[src/rtl/instr_fetch_unit.sv]
// instr_fetch_unit: PC owner + 2-entry fetch queue feeding decode; HLT self-stop under FETCH_HALT_DETECT_EN.
module instr_fetch_unit #(
  parameter logic [15:0] RESET_PC = 16'h0000,
  parameter int          QDEPTH   = 2
) (
  input  logic        clk,
  input  logic        rst,
  output logic [15:0] im_addr,
  output logic        im_rd_en,
  input  logic [15:0] im_instr,
  input  logic        redirect,
  input  logic [15:0] redirect_pc,
  input  logic        dec_ready,
  output logic        dec_valid,
  output logic [15:0] dec_instr,
  output logic [15:0] dec_pc,
  output logic [15:0] dec_pc_inc,
  output logic        halted
);
  logic [15:0] fetch_pc;
  logic [15:0] q_instr [2];
  logic [15:0] q_pc [2];
  logic [1:0]  count;
  logic [1:0]  tail;
  logic        deq;
  assign dec_valid  = count != 2'd0;
  assign dec_instr  = q_instr[0];
  assign dec_pc     = q_pc[0];
  assign dec_pc_inc = q_pc[0] + 16'd1;
  assign deq        = dec_valid & dec_ready;
  assign im_addr    = fetch_pc;
  assign im_rd_en   = ~rst & ~redirect & ~halted & ((count < 2'(QDEPTH)) | deq);
  assign tail       = count - {1'b0, deq};
  always_ff @(posedge clk) begin
    if (rst) begin
      fetch_pc <= RESET_PC;
      count    <= 2'd0;
    end else if (redirect) begin
      fetch_pc <= redirect_pc;
      count    <= 2'd0;
    end else begin
      count <= count + {1'b0, im_rd_en} - {1'b0, deq};
      if (deq && count[1]) begin
        q_instr[0] <= q_instr[1];
        q_pc[0]    <= q_pc[1];
      end
      if (im_rd_en) begin
        fetch_pc         <= fetch_pc + 16'd1;
        q_instr[tail[0]] <= im_instr;
        q_pc[tail[0]]    <= fetch_pc;
      end
    end
  end
`ifdef FETCH_HALT_DETECT_EN
  always_ff @(posedge clk) begin
    if (rst || redirect) halted <= 1'b0;
    else if (im_rd_en && im_instr[15:12] == 4'hF) halted <= 1'b1;
  end
`else
  assign halted = 1'b0;
`endif
endmodule

[config.mk]
export PLATFORM = sky130hd
export DESIGN_NAME = instr_fetch_unit
export DESIGN_NICKNAME = d
export VERILOG_FILES = /design/src/rtl/instr_fetch_unit.sv
export SDC_FILE = /design/constraint.sdc
export NUM_CORES = 1
export LEC_CHECK = 0
export ABC_CLOCK_PERIOD_IN_PS = 4100
export CAP_MARGIN = 20
export CORE_MARGIN = 2
export CORE_UTILIZATION = 48
export CTS_CLUSTER_SIZE = 30
export DETAILED_ROUTE_END_ITERATION = 8
export GPL_ROUTABILITY_DRIVEN = 0
export GPL_TIMING_DRIVEN = 0
export PLACE_DENSITY = 0.8
export REMOVE_ABC_BUFFERS = 1
export SYNTH_ARGS = -nofsm -noshare
export SYNTH_HDL_FRONTEND = slang
export SYNTH_SLANG_ARGS = --single-unit
[constraint.sdc]
create_clock -name clk -period 4.1 [get_ports clk]
set_input_delay 1.23 -clock clk [delete_from_list [all_inputs] [get_ports clk]]
set_output_delay 1.23 -clock clk [all_outputs]
set_load 0.05 [all_outputs]
Word-level counts from Yosys, hierarchy flattened --
Memory sizes are Yosys's and may differ from the RTL's. Index checks and enable logic that the tools add are counted. W data, S select, Z words.
Storage, ports and cells: memories kept 2, output and inout bits 67, bits of input ports 36, logic and storage cells 30, RAM bits 64, flip-flop bits (word level) 18
Memories:
- q_instr | words 2, bits a word 16, rd ports 2, clocked after Yosys merged registers in 0, write ports 2, RTL line 21 | logic [15:0] q_instr [2];
- q_pc | words 2, bits a word 16, rd ports 2, clocked after Yosys merged registers in 0, write ports 2, RTL line 22 | logic [15:0] q_pc [2];
Cells by class: $lt $le $gt $ge 1, $add $sub $neg 5, reduce and logical (&&, ||, !) cells 4, bitwise gates (word level) 6, multiplexer cells 10
Operators with widths (number):
- $add A16 B1 Y16 const B | 2
- $mux W16 | 2
- $mux W1 | 8
- $reduce_bool A2 Y1 | 2
- $and A1 B1 Y1 | 3
- $add A2 B1 Y2 | 1
- $lt A2 B2 Y1 const B | 1
- $not A1 Y1 | 2
- $reduce_or A2 Y1 | 1
- $sub A2 B1 Y2 | 1
- $logic_and A1 B1 Y1 | 1
- $or A1 B1 Y1 | 1
- $sub A1 B1 Y1 | 1

Longest topological paths before layout --
Gate-level depths: netlist (run 1).
depth in word-level cells 8, gate-level depth with buffers 8, mapped depth without buffers 8

Least setup slack after synthesis (run 1) --
Ideal clock, no wire load.
path type flip-flop to output port, start memory q_pc[0][2], end output dec_pc_inc[15], stages on the path, launching flop included 5, slack 0.569 ns, path buffers 0, arrival time 2.301 ns, required time 2.870 ns, cell sequence edfxtp_1 -> and4_1 -> nand4_1 -> nor4_1 -> xor2_1
RTL lines:
- from (decl) | RTL line 22
- to (decl) | RTL line 17 | output logic [15:0] dec_pc_inc,

Worst setup path in the final report (run 1) --
start input dec_ready, end output im_rd_en
Between the ends: cells in the longest elaborated chain, start to end 3
RTL lines:
- from (decl) | RTL line 13 | input logic dec_ready,
- $and A1 B1 Y1 | RTL line 30 | assign deq = dec_valid & dec_ready;
- $or A1 B1 Y1 | RTL line 32 | assign im_rd_en = ~rst & ~redirect & ~halted & ((count < 2'(QDEPTH)) | deq);
- $and A1 B1 Y1 | RTL line 32
- to (decl) | RTL line 9 | output logic im_rd_en,
Every way passes these cells.

==> impl_metrics.tcl, run 1 <==
set metrics [dict create \
    status "finished, final reports clean" \
    routed_wl_mm 7.74 \
    place_hpwl_mm 5.45 \
    worstReg2RegEnd "q_instr[0][15]$_DFFE_PP_" \
    viasPerCell 5.27 \
    n_antenna_cell 0 \
    layout_common_cells "clkdlybuf4s50_1 (97), edfxtp_1 (64), mux2_2 (32)" \
    synth_cell_types 42 \
    avgSynthCellArea_sq_um 13.3 \
    setup_tns_ns 0 \
    crit_required_ns 2.87 \
    max_freq_mhz 251 \
    die_h_microns 91.4 \
    io_pins 103 \
    clkPwrFrac 0.317 \
    min_to "q_pc[1][10]$_DFFE_PP_" \
    grt_pass1_wl_mm 12.4 \
    drt-wirelength-per-cell_microns 16.1 \
    cts_max_level 3 \
    grt.overflow.total 0 \
    port_buffers 101 \
    slowest_delay_ns 0.49 \
    area_delta_synth_final_pct 36.9 \
    period_needed_ns 3.99 \
    min_period_over_period 0.974 \
    p_seq_frac 0.495 \
    clk_latency_ns 0.34 \
    drt_iter0_drc 213 \
    postSynthCellCount 276 \
    start_util 0.500 \
    cts_buffers 9 \
    path_delay_family "buffers and inverters" \
    fin_skew_ns 0.0126 \
    p_leak_nw 1.76 \
    comb_power_share 0.188 \
    path_cells "clkdlybuf4s50_1, nand2b_1, nand2_4, inv_1, clkdlybuf4s15_2" \
    drive_gt1_frac 0.146 \
    cp_slowest_cell "clkdlybuf4s50_1" \
    nFillCells 559 \
    drv_slew 0 \
    arrival_ns 2.76 \
    ys.flop_type "edfxtp_1" \
    synthesis.area_sq_um 3670 \
    drcViolationCount 0 \
    final_common_cell "clkdlybuf4s50_1" \
    setup_viol 0 \
    setup.worst_path.end_class "output port" \
    switching_power_w 0.000546 \
    root_buffer "clkbuf_8" \
    hold_path_class "flop to flop" \
    tightestPinTransition_ns 0.934 \
    cts_setup_buffers 0 \
    grt_util_all_layers 0.189 \
    postRouteAntennaNets 0 \
    grt_antenna_before_repair 0 \
    rsz0062_at_grt "no" \
    first_pass_iters 4 \
    worstSetupPathType "input pin to output port" \
    die_w_microns 91.4 \
    path_clk_slew_ns 0.08 \
    r2r_slack_ns 1.54 \
    swShare 0.276 \
    final_hold_viol_count 0 \
    worstHoldStart "im_addr[10]$_SDFFE_PP0P_" \
    start_kind "input pin" \
    synthArstFlopShare 0 \
    ys_top_cells_by_area "edfxtp_1 (52%), dfxtp_1 (9.8%), mux2_2 (9.8%), xnor2_1 (3.6%), xor2_1 (2.4%)" \
    cts_tree "yes" \
    worstReg2RegStart "count[1]$_SDFF_PP0_" \
    whs_path_depth 0 \
    synth_top_area_share 0.524 \
    rr_worst_depth 6 \
    maxCapViolations 0 \
    power_density_nw_per_um2 393 \
    peakVddDrop_uv 236 \
    yosys.area.top_type "edfxtp_1" \
    yosys_warnings 0 \
    ys_ff_latch 82 \
    max_slew_margin 0.376 \
    worst-path-max-fanout 9 \
    core_sq_um 7330 \
    yosysSeqAreaShare 0.622 \
    layout.nets 418 \
    p_int_w 0.00143 \
    whs_ns 0.544 \
    vias 2538 \
    rows 31 \
    critPathBufInv 3 \
    grt_max_degree 33 \
    die_area_sq_um 8350 \
    cts.sinks 82 \
    ctsLongestPathBuffers 2 \
    synth-edff-count 64 \
    grt_pass1_vias 2432 \
]
-- through the flow --
step,util,cells,area [sq um],total power (W),setup WS (ns)
after detailed placement,0.655,466,4800,0.00137,-0.657
final,0.685,482,5020,0.00198,0.109
after global placement,0.645,464,4730,0.00136,-1.02
after CTS,0.684,482,5010,0.00198,0.0196
after floorplan,-,264,3590,0.00122,0.569
after global routing,0.685,482,5020,0.00204,0.00818
-- layout make-up --
type	instances	area (sq um)	area share
timing repair buffer	103	1070	0.213
clock buffer	12	135	0.0269
clock inverter	4	76.3	0.0152
tap	99	124	0.0247
sequential	82	2280	0.455
inverter	8	30.0	0.00598
multi-input combinational	174	1300	0.259
-- synthesized netlist by cell type, types with 5 or more instances --
master and number:
nand3_1 12, xnor2_1 15, edfxtp_1 64, inv_1 8
nor2_1 19, and3_1 5, dfxtp_1 18, xor2_1 10
nand2_1 17, nor3_1 5, nand4_1 8, mux2_2 32
a211oi_1 7
-- routing by layer --
| metal | GRT usage | vias up | share of wire |
|---|---|---|---|
| li1 | - | 1236 | - |
| met1 | 0.245 | 1207 | 0.44 |
| met2 | 0.315 | 80 | 0.50 |
| met3 | 0.0274 | 15 | 0.044 |
| met4 | 0.0821 | 0 | 0.020 |
| met5 | 0 | - | 0 |
-- state kept, by name, indices dropped and copies added (netlist names) --
register,flops
count,2
im_addr,16
q_instr,32
q_pc,32
-- cell families (layout without fill, tap and decap cells) --
family,Yosys count,count (layout),share of synthesized area
AO/OA/AOI/OAI,25,25,0.0522
multiplexers,32,32,0.0983
other,1,1,0.00102
XOR/XNOR,25,25,0.0597
AND/OR/NAND/NOR,87,87,0.125
adder cells (fa/ha/maj),4,4,0.0136
flip-flops,82,82,0.622
buffers and inverters,20,127,0.0280
-- what timing repair did --
| item | in CTS | in global routing |
|---|---|---|
| setup endpoints to repair | 1 | 2 |
| gates resized for setup | 4 | 3 |
| hold buffers | 0 | 0 |
| gates cloned | 0 | 0 |
-- power groups by stage --
stage	logic, W	clock network, W	registers (W)
2_1_floorplan	0.000131	0	0.00109
3_3_place_gp	0.000360	0	0.000997
3_5_place_dp	0.000372	0	0.000997
4_1_cts	0.000373	0.000633	0.000978
5_1_grt	0.000390	0.000662	0.000985
6_report	0.000371	0.000626	0.000978
-- how the worst max path moves through the flow --
stage | slack, ns | start | to | cells after the start
final | 0.11 | dec_ready | im_rd_en | 5
after global routing | 0.008 | dec_ready | im_rd_en | 5
after CTS | 0.02 | redirect | im_rd_en | 5
after detailed placement | -0.66 | rst | im_rd_en | 5
after global placement | -1.02 | rst | q_instr[1][12]$_DFFE_PP_ | 4
after floorplan | 0.57 | q_pc[0][2]$_DFFE_PP_ | dec_pc_inc[15] | 4
Power figures use the tool's default switching activity.
==> run 2, diff against run 1 <==
CORE_MARGIN = default   (was 2)
TNS_END_PERCENT = 50   (was default)
==> run 2 against run 1 <==
Compared with the run above:
- total power shrank 4.7%
- die area shrank 4.3%
- clock power shrank 15%
- critical endpoint unchanged
- hold slack gained 0.0053 ns
- critical path type unchanged
- first-iteration DRC count shrank 43%
- register-to-register slack is essentially flat
- sequential power is essentially flat
- global-route usage grew 1.2 points
- worst setup slack gained 0.091 ns
- largest power group unchanged
==> impl_metrics.tcl, run 2 (synthesized netlist as in run 1, its figures left out) <==
set metrics [dict create \
    setup_tns_ns 0 \
    nFillCells 537 \
    place_area_sq_um 4770 \
    cts_tree "yes" \
    cts_max_level 3 \
    path_clk_slew_ns 0.09 \
    drv_slew 0 \
    routed_wl_mm 7.62 \
    slowest_delay_ns 0.69 \
    period_needed_ns 3.90 \
    fin_skew_ns 0.00836 \
    start_util 0.500 \
    arrival_ns 2.67 \
    crit_required_ns 2.87 \
    root_buffer "clkbuf_8" \
    max_slew_margin 0.370 \
    first_pass_iters 4 \
    final_common_cell "clkdlybuf4s50_1" \
    drt-wirelength-per-cell_microns 15.8 \
    area_delta_synth_final_pct 35.4 \
    status "finished, final reports clean" \
    max_freq_mhz 256 \
    port_buffers 101 \
    worst-path-max-fanout 19 \
    grt_pass1_wl_mm 12.0 \
    maxCapViolations 0 \
    drt_iter0_drc 122 \
    die_w_microns 89.4 \
    design_area_sq_um 4970 \
    ctsLongestPathBuffers 2 \
    core_sq_um 7330 \
    grt_max_degree 33 \
    cts.sinks 82 \
    fin_cells 481 \
    path_cells "dlygate4sd2_1, nor2_4, nand2_4, inv_1, clkdlybuf4s15_2" \
    rsz0062_at_grt "no" \
    grt.overflow.total 0 \
    start_kind "input pin" \
    n_antenna_cell 0 \
    clk_latency_ns 0.34 \
    postRouteAntennaNets 0 \
    hold_path_class "flop to flop" \
    setup_viol 0 \
    cts_setup_buffers 0 \
    setup.worst_path.end_class "output port" \
    die_h_microns 89.4 \
    place_hpwl_mm 5.35 \
    critPathBufInv 3 \
    worstSetupPathType "input pin to output port" \
    grt_util_all_layers 0.201 \
    power_density_nw_per_um2 379 \
    p_leak_nw 1.74 \
    rows 31 \
    cts_buffers 9 \
    peakVddDrop_uv 170 \
    final_hold_viol_count 0 \
    path_delay_family "buffers and inverters" \
    layout_common_cells "clkdlybuf4s50_1 (97), edfxtp_1 (64), mux2_2 (32)" \
    layout.nets 417 \
    postCtsHoldBufs 0 \
    min_period_over_period 0.951 \
    grt_pass1_vias 2491 \
    drive_gt1_frac 0.154 \
    dp.cells 465 \
    io_pins 103 \
    tightestPinTransition_ns 0.943 \
    vias 2573 \
    r2r_slack_ns 1.54 \
    die_area_sq_um 7990 \
    drcViolationCount 0 \
    grt_antenna_before_repair 0 \
    cp_slowest_cell "dlygate4sd2_1" \
    viasPerCell 5.35 \
]
==> run 2: cell types whose count changed in the layout (fill, tap and decap cells not counted), sizes merged <==
| cell | previous run | this run |
|---|---|---|
| clkinvlp | 1 | 0 |
| inv | 8 | 13 |
| clkinv | 1 | 2 |
| buf | 2 | 1 |
| bufinv | 2 | 0 |
| clkbuf | 12 | 9 |
==> run 2: path summary, 6_finish.rpt <==
kind,from,to,depth (start not counted)
worst min register to register,q_pc[1][14]$_DFFE_PP_,q_pc[0][14]$_DFFE_PP_,1
worst max-delay path,rst,im_rd_en,5
worst min-delay path,q_pc[1][14]$_DFFE_PP_,q_pc[0][14]$_DFFE_PP_,1
worst max register to register,count[1]$_SDFF_PP0_,q_instr[0][6]$_DFFE_PP_,6
==> run 2: power by group <==
group / total (W) / switching, W / internal (W)
combinational: 0.000368 / 0.000225 / 0.000143
sequential: 0.000979 / 0.0000397 / 0.000939
clock: 0.000535 / 0.000305 / 0.000231
==> run 2: through the flow <==
step	util	total power (W)	hold WS, ns	setup WS [ns]
final	0.677	0.00188	0.550	0.200
after global routing	0.677	0.00195	0.563	0.0820
after CTS	0.676	0.00189	0.555	0.0383
after detailed placement	0.651	0.00137	0.533	-0.635
after global placement	0.645	0.00136	0.526	-1.02
after floorplan	-	0.00122	0.523	0.569
==> run 2: final cells by class <==
type,count,area [sq um],area share
clock buffer,9,124,0.0249
clock inverter,7,57.6,0.0116
inverter,8,30.0,0.00605
multi-input combinational,174,1310,0.263
sequential,82,2280,0.460
tap,99,124,0.0249
timing repair buffer,102,1040,0.210
==> run 2: metal layers <==
metal,track usage,share of wire,vias up
met5,0,0,-
met3,0.0323,0.052,13
met2,0.341,0.51,95
met4,0.0823,0.019,0
met1,0.258,0.42,1224
li1,-,-,1241
==> run 2: timing repair <==
action,CTS,global route
gates resized for setup,5,3
setup endpoints to repair,1,2
pin swaps,0,0
==> run 3, diff against run 2 <==
ABC_CLOCK_PERIOD_IN_PS = default   (was 4100)
==> results of run 3 <==
Same layout as run 2: the final DEF is identical, and so are final timing and power.
